`config.mk`:
```
export PLATFORM = sky130hd
export DESIGN_NAME = dma_creg_bank
export DESIGN_NICKNAME = d
export VERILOG_FILES = /design/src/rtl/dma_pkg.sv /design/src/rtl/dma_win_decode.sv /design/src/rtl/dma_creg_bank.sv
export SDC_FILE = /design/constraint.sdc
export NUM_CORES = 1
export LEC_CHECK = 0
export BUFFER_PORTS_ARGS = -buffer_cell sky130_fd_sc_hd__buf_4
export CELL_PAD_IN_SITES_DETAIL_PLACEMENT = 2
export CELL_PAD_IN_SITES_GLOBAL_PLACEMENT = 2
export CORE_MARGIN = 1
export CORE_UTILIZATION = 27
export DETAILED_ROUTE_END_ITERATION = 6
export PLACE_DENSITY_LB_ADDON = 0.1
export SLEW_MARGIN = 20
export SYNTH_ARGS = -nofsm -noshare
export SYNTH_HDL_FRONTEND = slang
export SYNTH_SLANG_ARGS = --single-unit
```
`constraint.sdc`:
```
create_clock -name clk -period 1.7 [get_ports clk]
set_clock_uncertainty 0.05 [all_clocks]
set_input_delay 0.255 -clock clk [delete_from_list [all_inputs] [get_ports clk]]
set_output_delay 0.255 -clock clk [all_outputs]
set_load 0.02 [all_outputs]
```
`src/rtl/dma_pkg.sv`:
```
// Shared DMA control-register definitions: FSM encoding, CTRL bit positions, default window.
// Latency: n/a (types and constants only).
// Backpressure: n/a.
package dma_pkg;

   // Bus handshake FSM: idle, or holding ack until the requester drops req
   typedef enum logic {
      ST_IDLE = 1'b0,
      ST_ACK  = 1'b1
   } creg_state_t;

   // CTRL word bit positions
   localparam int CTRL_START = 0;   // write 1 fires start_o, always reads 0
   localparam int CTRL_IEN   = 1;   // interrupt enable
   localparam int CTRL_DONE  = 2;   // sticky done, write-1-clears

   // Default address window of the block
   localparam logic [31:0] DMA_DEF_BASE_ADDR  = 32'hAFFF_FFC0;
   localparam logic [31:0] DMA_DEF_MATCH_MASK = 32'hFFFF_FFC0;

endpackage

```
`src/rtl/dma_win_decode.sv`:
```
// Address window match plus one-hot word-index decode for the DMA register bank.
// Latency: purely combinational.
// Backpressure: none; outputs follow adbus directly.
module dma_win_decode #(
   parameter logic [31:0] BASE_ADDR  = 32'hAFFF_FFC0,
   parameter logic [31:0] MATCH_MASK = 32'hFFFF_FFC0,
   parameter int          NUM_REGS   = 4,
   parameter int          FIRST_IDX  = 12
) (
   input  logic [31:0]         adbus,
   output logic                hit,
   output logic [NUM_REGS-1:0] onehot
);

   // Index bounds held one bit wider so FIRST_IDX+NUM_REGS == 16 does not wrap
   localparam logic [4:0] IDX_LO = 5'(FIRST_IDX);
   localparam logic [4:0] IDX_HI = 5'(FIRST_IDX + NUM_REGS);

   logic [4:0] idx;
   logic       win;
   logic       unused_byte_lanes;

   assign idx = {1'b0, adbus[5:2]};
   assign win = (adbus & MATCH_MASK) == (BASE_ADDR & MATCH_MASK);
   assign hit = win && (idx >= IDX_LO) && (idx < IDX_HI);

   // Registers are word-aligned; byte-lane address bits carry no meaning here
   assign unused_byte_lanes = ^adbus[1:0];

   for (genvar g = 0; g < NUM_REGS; g++) begin : g_sel
      assign onehot[g] = hit && (idx == (IDX_LO + 5'(g)));
   end

endmodule

```
`src/rtl/dma_creg_bank.sv`:
```
// DMA control-register bank on a 4-phase req/ack bus; top register is CTRL (start/IEN/DONE).
// Latency: ack 1 clk after req on a window hit, held while req=1, dropped 1 clk after req falls.
// Backpressure: no new transfer accepted until back in IDLE. Build option: DMA_CREG_RDBACK_EN.
module dma_creg_bank
   import dma_pkg::*;
#(
   parameter logic [31:0] BASE_ADDR  = DMA_DEF_BASE_ADDR,
   parameter logic [31:0] MATCH_MASK = DMA_DEF_MATCH_MASK,
   parameter int          NUM_REGS   = 4,
   parameter int          FIRST_IDX  = 12,
   parameter int          DATA_W     = 32
) (
   input  logic                       clk,
   input  logic                       rst_n,
   input  logic [31:0]                adbus,
   input  logic [DATA_W-1:0]          wdata,
   input  logic                       req,
   input  logic                       we,
   output logic                       ack,
   output logic [DATA_W-1:0]          rdata,
   output logic                       active,
   output logic [NUM_REGS-1:0]        select,
   output logic [NUM_REGS*DATA_W-1:0] cregs,
   input  logic                       busy_i,
   input  logic                       done_i,
   output logic                       start_o,
   output logic                       irq_o
);

   localparam int CTRL_IDX = NUM_REGS - 1;

   creg_state_t          state;
   creg_state_t          state_nxt;
   logic                 hit;
   logic [NUM_REGS-1:0]  onehot;
   logic                 accept;
   logic                 wr_ok;
   logic [DATA_W-1:0]    data_q [CTRL_IDX];
   logic [DATA_W-1:0]    ctrl_q;
   logic [DATA_W-1:0]    ctrl_nxt;
   logic                 start_nxt;
   logic                 irq_nxt;

   dma_win_decode #(
      .BASE_ADDR  (BASE_ADDR),
      .MATCH_MASK (MATCH_MASK),
      .NUM_REGS   (NUM_REGS),
      .FIRST_IDX  (FIRST_IDX)
   ) u_dec (
      .adbus  (adbus),
      .hit    (hit),
      .onehot (onehot)
   );

   assign active = hit;
   assign accept = (state == ST_IDLE) && req && hit;
   // Writes while the engine runs are acked but discarded
   assign wr_ok  = accept && we && !busy_i;
   assign ack    = (state == ST_ACK);

   // Handshake state register
   always_ff @(posedge clk or negedge rst_n) begin
      if (!rst_n) state <= ST_IDLE;
      else        state <= state_nxt;
   end

   // Handshake next state: accept on hit, release once req is withdrawn
   always_comb begin
      state_nxt = state;
      case (state)
         ST_IDLE: if (req && hit) state_nxt = ST_ACK;
         ST_ACK:  if (!req)       state_nxt = ST_IDLE;
         default:                 state_nxt = ST_IDLE;
      endcase
   end

   // Latch which register the accepted transfer addressed
   always_ff @(posedge clk or negedge rst_n) begin
      if (!rst_n)      select <= '0;
      else if (accept) select <= onehot;
   end

   // Plain r/w registers below CTRL
   always_ff @(posedge clk or negedge rst_n) begin
      if (!rst_n) begin
         for (int i = 0; i < CTRL_IDX; i++) data_q[i] <= '0;
      end else if (wr_ok) begin
         for (int i = 0; i < CTRL_IDX; i++) begin
            if (onehot[i]) data_q[i] <= wdata;
         end
      end
   end

   // CTRL update: START never stored, DONE is W1C but a same-cycle done_i wins
   always_comb begin
      ctrl_nxt  = ctrl_q;
      start_nxt = 1'b0;
      if (wr_ok && onehot[CTRL_IDX]) begin
         ctrl_nxt             = wdata;
         ctrl_nxt[CTRL_START] = 1'b0;
         ctrl_nxt[CTRL_DONE]  = ctrl_q[CTRL_DONE] & ~wdata[CTRL_DONE];
         start_nxt            = wdata[CTRL_START];
      end
      if (done_i) ctrl_nxt[CTRL_DONE] = 1'b1;
   end

   assign irq_nxt = ctrl_nxt[CTRL_DONE] & ctrl_nxt[CTRL_IEN];

   // CTRL register, start pulse and interrupt level
   always_ff @(posedge clk or negedge rst_n) begin
      if (!rst_n) begin
         ctrl_q  <= '0;
         start_o <= 1'b0;
         irq_o   <= 1'b0;
      end else begin
         ctrl_q  <= ctrl_nxt;
         start_o <= start_nxt;
         irq_o   <= irq_nxt;
      end
   end

   for (genvar g = 0; g < CTRL_IDX; g++) begin : g_flat
      assign cregs[g*DATA_W +: DATA_W] = data_q[g];
   end
   assign cregs[CTRL_IDX*DATA_W +: DATA_W] = ctrl_q;

`ifdef DMA_CREG_RDBACK_EN
   logic [DATA_W-1:0] rd_mux;

   // Read mux over the decoded index; CTRL bit0 is stored as 0 so reads see 0
   always_comb begin
      rd_mux = '0;
      for (int i = 0; i < CTRL_IDX; i++) begin
         if (onehot[i]) rd_mux = data_q[i];
      end
      if (onehot[CTRL_IDX]) rd_mux = ctrl_q;
   end

   // Capture read data on the accept edge so it is stable for the whole ack phase
   always_ff @(posedge clk or negedge rst_n) begin
      if (!rst_n)             rdata <= '0;
      else if (accept && !we) rdata <= rd_mux;
   end
`else
   assign rdata = '0;
`endif

endmodule

```
==> summary.txt <==
Die
  • Die height: around 140 um
  • I/O pin cnt: between 200 and 250
  • Die ar.: 0.0204 mm^2
  • Initial core utilization: 0.276
  • DIE WIDTH: 143 um
  • Core box area: just under 0.02 mm^2
  • Cell row count: about 50

Placed design
  • Post-placement cell area: between 0.007 and 0.008 mm^2
  • Number of port buffers: 202
  • DPL Wire Length: 11.0 mm
  • Final Wtd Congestion: between 0.7 and 0.8

Flow run
  • Max-Cap Viols: 0

Logic synthesis
  • Seq/Total Area, Yosys: 0.625
  • Ranking of synthesized cells by area: dfrtp_1 62%, mux2_2 26%, buf_4 4.6%
  • Count of state elements after synthesis: roughly 130
  • Synthesized cell area: between 0.005 and 0.006 mm^2
  • Yosys cell types: 26
  • Post-synth top area cell: dfrtp_1
  • Ys Warns: 0
  • Cells after synthesis: 344
  • Top cell type's share of synthesized area: 0.625
  • Syn avg cell area: between 15 and 20 um^2

Critical path
  • Cell count of the worst reg-to-reg path: 4
  • Crit Path Category: reg -> reg
  • Critical Path Start Type: flop
  • CP Max Fanout: 5
  • Critical Path Sink Type: flop
  • Required time of the critical path: approximately 2.0 ns
  • Crit path largest cell delay: 0.46 ns
  • CP Launch Point: ack
  • Reg-to-Reg Start: ack
  • Critical Path Slowest Stage Cell: or4_4
  • Critical Path AT: about 1.9 ns
  • CP cell instances: and4bb_4 -> nand4bb_1 -> or4_4 -> a22oi_2

Layout
  • Layout area overhead: 48.4%
  • Layout cells sized above 1: 0.667
  • Fin nets: approximately 640
  • N_diodes: 0
  • Util after Layout: 0.409
  • Fin area: 0.00796 mm^2

CTS
  • Worst-path clk slew: roughly 0.060 ns
  • H-tree depth: 4
  • Clk root buf: clkbuf_16
  • CTS Buffer Depth: 2
  • TritonCTS clock tree: done
  • Clk_lat worst skew: just over 0.4 ns
  • Number of buffers created by CTS: 17
  • Clk sinks: 134

Drt
  • DR iter-0 viols: 53
  • Remaining DRCs: 0
  • Final WL: 15.4 mm
  • Post-route ant nets: 0
  • Drt pass-1 iters: 4
  • Via count: between 3k and 4k
  • WL per Instance: 18.1 um
  • Mean number of vias per cell: roughly 4.3

GRT
  • Global route total overflow: 0
  • Largest net degree at the start of global routing: between 50 and 60
  • Gr usage total: 0.155
  • First-pass GRT wire length: approximately 23 mm
  • Initial antenna violation count: 0
  • Vias in the first global route: a little over 4k

Hold path
  • Hold_sp: req
  • Worst Hold Depth: 2
  • Hold Crit Class: in -> reg

STA
  • Setup violators final: 0
  • RSZ-0062 raised after global routing: yes
  • Post-layout min period: between 1.5 and 2 ns
  • Final Cycle Share: 0.972
  • Final Slew Violations: 0
  • Final hold vios: 0
  • F_max: slightly above 600 MHz

Power
  • Total leakage power: ~4.4 nW
  • Maximum VDD drop: between 600 and 700 uV
  • Power Dens Cells: around 940 mW/mm^2

Run status
  • Outcome: finished clean
==> worst max-delay path: cells and delay by family, from the launching register on <==
family	cells	cell delay, ns
flip-flops	1	0.39
AO/OA/AOI/OAI	1	0.17
AND/OR/NAND/NOR	3	0.96
==> layout by cell type, fill, tap and decap left out, types with 3 or more instances in the layout <==
cell type,synthesis,final
mux2_4,0,6
bufinv_16,0,5
clkbuf_16,0,17
clkinvlp_4,0,3
dfrtp_1,134,133
buf_12,0,3
nand2_1,4,4
buf_6,0,5
conb_1,1,33
mux2_2,123,123
buf_4,33,213
nand4_1,9,9
inv_1,3,3
==> power by group <==
part | total, mW | switching [mW] | internal [mW]
logic | 0.327 | 0.201 | 0.126
clock network | 3.98 | 1.39 | 2.59
registers | 3.19 | 0.0000000196 | 3.19
==> what timing repair did <==
item,CTS,global route
gates cloned,0,1
hold endpoints to repair,58,0
buffers inserted,1,1
pin swaps,3,4
setup endpoints to repair,26,70
hold buffers,2,0
resized for setup,4,11
==> kinds of logic (layout without fill, tap and decap cells) <==
kind of cell / after synthesis / count (layout) / share of synthesized area
other: 1 / 33 / 0.000699
DFF: 134 / 134 / 0.625
AOI/OAI and AO/OA: 4 / 4 / 0.00559
and+or+nand+nor: 28 / 28 / 0.0394
muxes: 129 / 129 / 0.271
buffers and inverters: 48 / 257 / 0.0590
==> area by class of cell <==
type                       instances  area, um^2
tap                              265         332
sequential                       134        3350
clock inverter                    12         204
clock buffer                      18         429
multi-input combinational        194        1880
timing repair buffer             224        1750
inverter                           3        11.3
fill                            1949       11500
==> path summary, 6_finish.rpt <==
path	to	slack [ns]
worst min-delay path	ack	0.03
worst min register to register	cregs[47]	0.45
max in group asynchronous	cregs[65]	0.77
worst max-delay path	irq_o	0.05
worst max register to register	irq_o	0.05
min in group asynchronous	ctrl_q[1]	0.22
==> layer usage <==
layer  track usage  wire length [um]  up-vias  part of all wire
li1              -                 -     1618                 -
met1         0.165              5660     1867              0.37
met2         0.282              8440      129              0.55
met3        0.0476              1040       21             0.067
met4        0.0628               237        0             0.015
met5             0                 0        -                 0
==> per-stage QoR <==
| step | power (mW) | hold slack (ns) | TNS, ns | cells | setup slack, ns |
|---|---|---|---|---|---|
| floorplan | 3.39 | -0.0906 | -1.44 | 376 | -0.0646 |
| global placement | 3.57 | 0.0836 | -29.36 | 815 | -0.272 |
| detailed placement | 3.58 | 0.0905 | -32.67 | 815 | -0.301 |
| CTS | 7.63 | 0.00557 | -0.0384 | 848 | -0.0133 |
| global route | 7.78 | 0.0239 | -0.0108 | 850 | -0.00952 |
| finish | 7.50 | 0.0271 | 0 | 850 | 0.0479 |
==> flip-flops by register name, summed over array words and instances (netlist names) <==
register,flops
cregs,96
ctrl_q,31
select,4
ack,1
irq_o,1
start_o,1
==> cells in the mapped netlist, drive strengths merged <==
master   instances
o21a             1
nand4            9
and2             2
nand4bb          2
or4              2
nor2b            2
and4             1
nor2             1
nor4             2
dfrtp          134
clkbuf           1
conb             1
nor3b            1
nand4b           1
mux2           129
a22oi            1
nand2            4
buf             44
and4bb           1
inv              3
o31ai            2
No activity file was read; power rests on OpenSTA's default activity.
